--- config.mk ---
export PLATFORM = sky130hd
export DESIGN_NAME = chacha_round_ctrl
export DESIGN_NICKNAME = d
export VERILOG_FILES = /design/src/rtl/chacha_pkg.sv /design/src/rtl/chacha_round_counter.sv /design/src/rtl/chacha_round_ctrl.sv
export SDC_FILE = /design/constraint.sdc
export NUM_CORES = 1
export LEC_CHECK = 0
export BUFFER_PORTS_ARGS = -buffer_cell sky130_fd_sc_hd__buf_2
export CAP_MARGIN = 10
export CORE_AREA = 2 2 39 41
export DETAILED_ROUTE_END_ITERATION = 8
export DIE_AREA = 0 0 41 43
export PLACE_DENSITY = 0.63
export SLEW_MARGIN = 30
export SYNTH_ARGS = -nofsm -noshare
export SYNTH_HDL_FRONTEND = slang
export SYNTH_SLANG_ARGS = --single-unit
--- constraint.sdc ---
create_clock -name clock -period 2.79 [get_ports clock]
set_clock_uncertainty 0.1 [all_clocks]
set_input_delay 0.1395 -clock clock [delete_from_list [all_inputs] [get_ports clock]]
set_output_delay 0.1395 -clock clock [all_outputs]
set_load 0.005 [all_outputs]
--- src/rtl/chacha_pkg.sv ---
// Shared types and constants for the ChaCha round sequencer.
package chacha_pkg;

    typedef enum logic [2:0] {
        IDLE,
        LOAD,
        ROUND,
        FINAL,
        OUT
    } state_t;

    localparam int unsigned CHACHA20_DOUBLE_ROUNDS = 10;

    localparam logic QR_COLUMN = 1'b0;
    localparam logic QR_DIAG   = 1'b1;

endpackage

--- src/rtl/chacha_round_counter.sv ---
// Saturating up-counter with synchronous clear, enable and terminal-count flag.
module chacha_round_counter #(
    parameter int unsigned MAX_COUNT = 19,
    parameter int unsigned W         = 5
) (
    input  logic         clock,
    input  logic         clr,
    input  logic         en,
    output logic [W-1:0] count,
    output logic         tc
);

    assign tc = (count == W'(MAX_COUNT));

    always_ff @(posedge clock) begin
        if (clr) begin
            count <= '0;
        end else if (en && !tc) begin
            count <= count + 1'b1;
        end
    end

endmodule

--- src/rtl/chacha_round_ctrl.sv ---
// ChaCha quarter-round sequencer: load, 2N half-rounds, final add, output handshake.
// Optional block counter enabled by defining CHACHA_ROUND_CTRL_BLOCK_CTR_EN.
module chacha_round_ctrl
    import chacha_pkg::*;
#(
    parameter int unsigned NUM_DOUBLE_ROUNDS = CHACHA20_DOUBLE_ROUNDS,
    parameter int unsigned RND_W             = $clog2(2 * NUM_DOUBLE_ROUNDS)
) (
    input  logic             clock,
    input  logic             reset,
    input  logic             start_i,
    input  logic             abort_i,
    input  logic             out_ready_i,
    output logic             ready_o,
    output logic             load_o,
    output logic             qr_en_o,
    output logic             diag_sel_o,
    output logic [RND_W-1:0] round_idx_o,
    output logic             add_o,
    output logic             out_valid_o
`ifdef CHACHA_ROUND_CTRL_BLOCK_CTR_EN
    ,
    output logic [31:0]      block_ctr_o,
    output logic             ctr_wrap_o
`endif
);

    state_t             state;
    state_t             state_nxt;
    logic [RND_W-1:0]   rnd_cnt;
    logic               rnd_tc;
    logic               rnd_clr;
    logic               rnd_en;

    // Counter is held at zero outside ROUND so round_idx_o starts at 0 on entry.
    assign rnd_clr = reset || abort_i || (state != ROUND);
    assign rnd_en  = (state == ROUND);

    chacha_round_counter #(
        .MAX_COUNT (2 * NUM_DOUBLE_ROUNDS - 1),
        .W         (RND_W)
    ) u_round_counter (
        .clock (clock),
        .clr   (rnd_clr),
        .en    (rnd_en),
        .count (rnd_cnt),
        .tc    (rnd_tc)
    );

    always_ff @(posedge clock) begin
        if (reset) begin
            state <= IDLE;
        end else if (abort_i) begin
            state <= IDLE;
        end else begin
            state <= state_nxt;
        end
    end

    always_comb begin
        state_nxt   = state;
        ready_o     = 1'b0;
        load_o      = 1'b0;
        qr_en_o     = 1'b0;
        diag_sel_o  = QR_COLUMN;
        round_idx_o = '0;
        add_o       = 1'b0;
        out_valid_o = 1'b0;

        case (state)
            IDLE: begin
                ready_o = 1'b1;
                if (start_i) begin
                    state_nxt = LOAD;
                end
            end
            LOAD: begin
                load_o    = 1'b1;
                state_nxt = ROUND;
            end
            ROUND: begin
                qr_en_o     = 1'b1;
                round_idx_o = rnd_cnt;
                diag_sel_o  = rnd_cnt[0];
                if (rnd_tc) begin
                    state_nxt = FINAL;
                end
            end
            FINAL: begin
                add_o     = 1'b1;
                state_nxt = OUT;
            end
            OUT: begin
                out_valid_o = 1'b1;
                if (out_ready_i) begin
                    state_nxt = IDLE;
                end
            end
            default: begin
                state_nxt = IDLE;
            end
        endcase
    end

`ifdef CHACHA_ROUND_CTRL_BLOCK_CTR_EN
    logic [31:0] block_ctr_q;
    logic        ctr_wrap_q;
    logic        handshake;

    assign handshake = (state == OUT) && out_ready_i;

    // Abort outranks the handshake, so an aborted OUT never counts a block.
    always_ff @(posedge clock) begin
        if (reset) begin
            block_ctr_q <= '0;
            ctr_wrap_q  <= 1'b0;
        end else if (abort_i) begin
            ctr_wrap_q  <= 1'b0;
        end else begin
            ctr_wrap_q <= handshake && (block_ctr_q == '1);
            if (handshake) begin
                block_ctr_q <= block_ctr_q + 32'd1;
            end
        end
    end

    assign block_ctr_o = block_ctr_q;
    assign ctr_wrap_o  = ctr_wrap_q;
`endif

endmodule

==> results of run 1 <==
## path summary, 6_finish.rpt
| kind | startpoint | endpoint | cells after the start |
|---|---|---|---|
| min reg2reg | u_round_counter.count[4] | u_round_counter.count[4] | 2 |
| min | abort_i | state[2] | 3 |
| max reg2reg | state[0] | state[1] | 3 |
| max | state[1] | diag_sel_o | 3 |
## logic make-up after synthesis
| logic type | synth area share |
|---|---|
| AND/OR/NAND/NOR | 0.382 |
| adder cells (fa/ha/maj) | 0.0298 |
| AO/OA/AOI/OAI | 0.0388 |
| multiplexers | 0.0478 |
| buffers and inverters | 0.0358 |
| flip-flops | 0.382 |
| XOR/XNOR | 0.0836 |
## critical path, cell delays in order, from the launching register on
cell and delay, ps:
dfxtp_1 460, nor3b_2 390, and2_1 190, buf_2 110
## registers in the layout, summed over array words and instances, names as in the netlist
name / count
state: 3
u_round_counter.count: 5
## final cells by class
class                           count  area share
Multi-Input combinational cell     33       0.450
Sequential cell                     8       0.296
Timing Repair Buffer               17       0.176
Tap cell                           16      0.0370
Clock buffer                        3      0.0416
## through the flow
| stage | setup slack [ps] | std cells | total power [mW] | hold slack [ps] |
|---|---|---|---|---|
| 2_1_floorplan | 1420 | 43 | 0.125 | 116 |
| 6_report | 1140 | 77 | 0.217 | 80.3 |
| 5_1_grt | 1020 | 77 | 0.229 | 90.0 |
| 3_3_place_gp | 1380 | 72 | 0.130 | 225 |
| 4_1_cts | 1090 | 77 | 0.223 | 75.0 |
| 3_5_place_dp | 1360 | 72 | 0.130 | 225 |
## cell usage after synthesis, types with 2 or more instances
cell     n  area share
nor3b_1  2       0.036
nand3_1  2       0.024
nor2_1   5       0.045
xor2_1   3       0.063
buf_4    2       0.036
mux2i_1  2       0.048
and2_1   4       0.060
dfxtp_1  8        0.38
## power groups by stage
stage	Sequential, mW	Clock [mW]	Combinational [mW]
2_1_floorplan	0.119	0	0.00586
3_3_place_gp	0.120	0	0.0102
3_5_place_dp	0.120	0	0.0103
4_1_cts	0.117	0.0932	0.0118
5_1_grt	0.118	0.0982	0.0130
6_report	0.118	0.0882	0.0117
## metal layers
metal	part of all wire	routed length, um	GRT usage	up-vias
li1	-	-	-	185
met1	0.47	375	0.107	160
met2	0.43	340	0.134	15
met3	0.092	73	0.0942	2
met4	0.0025	2	0.0400	0
met5	0	0	0	-
## what timing repair did
item	in CTS	in global routing
hold buffers	2	0
hold endpoints to repair	1	0
endpoints found under the setup margin	0	0
==> run_results.csv, run 1 <==
group,metric,value,unit
critical_path,crit_type,"flop to primary output",
detailed_routing,routed_wl,792,um
sta,rsz0062_at_grt,"no",
global_routing,grt-ovfl-total,0,
pwr,power_frac_seq,0.541,
global_routing,grt_max_degree,8,
sta,setup_tns,0,ps
synthesis,yosysSeqAreaShare,0.382,
finish,n_antenna_cell,0,
placement,dp_hpwl,565,um
synthesis,synth_nets,49,
clock_network,cts_tree,"done",
detailed_routing,via_per_inst,4.70,
critical_path,worst_ep_required_time,2550,ps
finish,layout_common_cells,"buf_2, dfxtp_1, nor2_1",
pwr,p_clk_frac,0.406,
synthesis,synth_flop_cell,"dfxtp_1",
pwr,switching_share,0.209,
detailed_routing,drtAntennaViolNets,0,
placement,dpl-instance-area,499,um2
detailed_routing,drt_iter0_markers,4,
finish,nFillCells,154,
clock_network,cts-root-buf,"clkbuf_4",
synthesis,synth_edf_count,0,
finish,synthToLayoutAreaGrowth,29.3,%
finish,layout_commonest_cell,"buf_2",
global_routing,grt_usage,0.101,
critical_path,cp-start-kind,"flop",
die,core_area,1380,um2
clock_network,clk_pin_slew,50,ps
hold_path,hold_path_class,"input port to flop",
global_routing,grt_pass1_vias,285,
clock_network,cts_resized,0,
sta,max_freq,606,MHz
sta,worst_pin_slew,364,ps
die,die_y,43,um
sta,fin_crit_sh,0.592,
clock_network,cts_inserted_buffers,3,
clock_network,clk_path_buf_depth,2,
critical_path,crit_arrival,1410,ps
global_routing,grt_pass1_wl,1120,um
synthesis,async_reset_ff_frac,0,
detailed_routing,firstDrtPassIters,3,
finish,utilization,0.392,
global_routing,antenna_found_initial,0,
critical_path,worst-r2r-setup-slack,1340,ps
sta,setup_violations,0,
synthesis,syn_area,419,um2
flow_run,drv_cap,0,
die,die_x,41,um
die,io-pin-count,16,
sta,final_max_slew_viol_count,0,
critical_path,cp_max_fo,7,
synthesis,synthDistinctLibCells,23,
die,core.rowCount,14,
status,status,"completed",
finish,finalInstanceArea,542,um2
pwr,p_int,0.172,mW
sta,fin_crit,1650,ps
clock_network,cts-htree-levels,1,
detailed_routing,wl_per_cell,10.3,um
pwr,power_density,401,nW/um2
die,die_area,1760,um2
pwr,switchingPower,0.0455,mW
pwr,ir_worst_vdd,0.266,mV
clock_network,clock_latency,250,ps
finish,seq_area,160,um2
sta,slew_headroom,0.756,
pwr,p_comb_frac,0.054,
pwr,leakagePower,0.247,nW
placement,port_buffers,15,
synthesis,ys_warn_count,0,
finish,multiInputGateArea,244,um2
finish,nets,69,
sta,hold_viol_final,0,
synthesis,syn_avg_cell_area,9.75,um2
clock_network,postCtsSetupBuffers,0,
synthesis,synth-seq-cells,8,
placement,place_congestion,0.712,
clock_network,clock-sinks,8,
synthesis,synthCells,43,
critical_path,cp-end-kind,"primary output",
detailed_routing,drcViolationCount,0,
detailed_routing,vias,362,
die,start_util,0.303,
finish,drive_gt1_frac,0.361,
No activity file was read; power rests on OpenSTA's default activity.
==> run 2, diff against run 1 <==
ABC_AREA = 1   (was default)
CORE_AREA = default   (was 2 2 39 41)
CORE_MARGIN = 2   (was default)
CORE_UTILIZATION = 33   (was default)
DIE_AREA = default   (was 0 0 41 43)
PLACE_DENSITY = 0.66   (was 0.63)
clock period = 1.41 ns   (was 2.79 ns; I/O delays follow)
==> run 2 against run 1 <==
Against the previous run: area after synthesis rose by 19%; worst setup slack got worse by 1000 ps; utilization rose by 9.0 points; highest routed layer unchanged.
==> run_results.csv, run 2 <==
group,metric,value,unit
status,status,"completed",
finish,nFillCells,157,
finish,regMostFlops,"u_round_counter.count",
critical_path,crit_type,"input port to flop",
detailed_routing,vias,517,
sta,fin_crit,1310,ps
clock_network,clock-sinks,8,
sta,final_max_slew_viol_count,0,
placement,dp_hpwl,789,um
sta,hold_viol_final,0,
critical_path,crit_arrival,1390,ps
finish,seq_area,160,um2
pwr,ir_worst_vdd,0.339,mV
sta,whs,4.04,ps
synthesis,synth_xor_xnor_area_share,0,
clock_network,cts_inserted_buffers,3,
hold_path,hold_path_class,"input port to flop",
synthesis,synth-seq-cells,8,
hold_path,min_to,"state[0]",
detailed_routing,via_per_inst,4.70,
synthesis,synth.area.top_cells,"dfxtp_1, inv_1, nand2_1, nor2_1, nor2_4",
finish,n_antenna_cell,0,
synthesis,synth_common_cells,"inv_1, nand2_1, nor2_1, dfxtp_1",
detailed_routing,routed_wl,1030,um
critical_path,reg2reg_from,"u_round_counter.count[0]",
die,start_util,0.368,
synthesis,synth.most_common_cell,"inv_1",
flow_run,drv_cap,0,
die,die_y,42.8,um
pwr,power_density,681,nW/um2
clock_network,clk_path_buf_depth,2,
synthesis,syn_avg_cell_area,6.62,um2
critical_path,worstSetupStartpoint,"abort_i",
critical_path,crit_chain,"dlygate4sd3_1 -> buf_2 -> nor2_1 -> inv_1 -> nor2_4 -> o21ai_1 -> a21oi_2",
finish,top_regs,"u_round_counter.count: 5 flops, state: 3 flops",
global_routing,grt_pass1_wl,1610,um
synthesis,ys_warn_count,0,
critical_path,worstRegToRegCells,7,
finish,synthToLayoutAreaGrowth,31.0,%
sta,setup_violations,0,
critical_path,cp-start-kind,"input port",
synthesis,synth_top_family_by_area,"simple AND/OR/NAND/NOR gates",
sta,slew_headroom,0.834,
global_routing,antenna_found_initial,0,
clock_network,postCtsSetupBuffers,0,
detailed_routing,wl_per_cell,9.35,um
synthesis,synthDistinctLibCells,23,
detailed_routing,firstDrtPassIters,2,
sta,max_freq,766,MHz
synthesis,yosysSeqAreaShare,0.322,
global_routing,grt_usage,0.117,
synthesis,syn_area,497,um2
hold_path,hp-start,"start_i",
synthesis,synth_top_area_cell,"dfxtp_1",
clock_network,cts-htree-levels,1,
critical_path,worst_path_largest_cell_delay,530,ps
synthesis,synth_edf_count,0,
die,core_area,1350,um2
die,core.rowCount,13,
critical_path,cp_max_fo,5,
critical_path,cp-end-kind,"flop",
hold_path,hold_path_depth,3,
critical_path,critical-path-top-delay-family,"buffers and inverters",
synthesis,synth_top_cell_area_share,0.322,
synthesis,synth_flop_cell,"dfxtp_1",
synthesis,synthCells,75,
sta,fin_crit_sh,0.926,
finish,nets,103,
die,die_area,1830,um2
synthesis,synth_nets,81,
synthesis,async_reset_ff_frac,0,
global_routing,grt_pass1_vias,405,
detailed_routing,drcViolationCount,0,
finish,layout_commonest_cell,"buf_2",
pwr,leakagePower,0.306,nW
sta,rsz0062_at_grt,"no",
synthesis,synthMuxAreaShare,0,
finish,layout_common_cells,"buf_2, inv_1, nor2_1",
finish,largest_reg_flops,5,
critical_path,worst-r2r-setup-slack,120,ps
clock_network,cts-root-buf,"clkbuf_4",
detailed_routing,drt_iter0_markers,6,
global_routing,grt-ovfl-total,0,
global_routing,grt_max_degree,9,
finish,multiInputGateArea,284,um2
synthesis,synth_fa_ha_area_frac,0.0252,
sta,worst_pin_slew,249,ps
critical_path,r2r-end,"state[0]",
clock_network,cts_tree,"done",
clock_network,clk_pin_slew,50,ps
critical_path,cp_slowest_cell,"dlygate4sd3_1",
synthesis,synth_simple_gate_area_frac,0.398,
synthesis,synth_compound_area_frac,0.113,
critical_path,worst_ep_required_time,1490,ps
finish,drive_gt1_frac,0.305,
sta,setup_tns,0,ps
detailed_routing,drtAntennaViolNets,0,
placement,port_buffers,15,
placement,place_congestion,0.767,
die,die_x,42.8,um
clock_network,clock_latency,250,ps
die,io-pin-count,16,
critical_path,path_buf_inv,3,
==> run 2: cell count changes after synthesis, moves of 3 or more <==
cell / delta
nor2_1: +8
nand2_1: +12
nand4_1: +3
inv_1: +14
xor2_1: -3
and2_1: -4
==> run 2: worst min-delay path, cell delays in order <==
cell and delay [ps]:
buf_2 80, o211ai_1 80, nor2_1 80
==> run 2: cells by family after synthesis <==
family,after synthesis
DFF,8
and+or+nand+nor,40
AOI/OAI and AO/OA,9
adders and majority gates,1
buffers and inverters,17
==> run 2: worst max path at each step <==
| stage | to | slack, ps | cells past startpoint |
|---|---|---|---|
| floorplan | state[0] | 130 | 7 |
| global placement | state[0] | 120 | 7 |
| detailed placement | state[0] | 70 | 7 |
| CTS | round_idx_o[0] | 60 | 4 |
| global route | state[0] | 3 | 7 |
| finish | u_round_counter.count[0] | 100 | 7 |
==> run 2: final cells by class <==
class                   instances  area share
clock buffers                   3      0.0346
inverters                      16      0.0962
multi-input cells              50       0.437
flip-flops and latches          8       0.246
well taps                      15      0.0288
repair buffers                 18       0.158
==> run 2: where the power goes <==
group / total [mW] / switching (mW) / internal, mW
logic: 0.0399 / 0.0203 / 0.0196
registers: 0.234 / 0.00471 / 0.229
clock network: 0.170 / 0.0726 / 0.0971
==> run 2: timing repair <==
item,in CTS,in global routing
endpoints found under the hold margin,2,0
hold buffers,2,0
setup endpoints to repair,0,5
resized for setup,0,4
==> run 2: layer usage <==
layer  up-vias  part of all wire  global-route usage
met5         -                 0                   0
met4         0            0.0078              0.0938
met3         2             0.063              0.0255
met2        15              0.47               0.173
met1       224              0.46               0.143
li1        276                 -                   -
==> run 2: through the flow <==
step	power (mW)	instances	utilization	setup slack (ps)	area, um2
finish	0.443	110	0.482	104	651
global placement	0.272	105	0.437	123	591
global route	0.464	110	0.482	3.03	651
floorplan	0.259	75	-	128	497
detailed placement	0.272	105	0.437	73.9	591
CTS	0.450	110	0.469	62.4	633
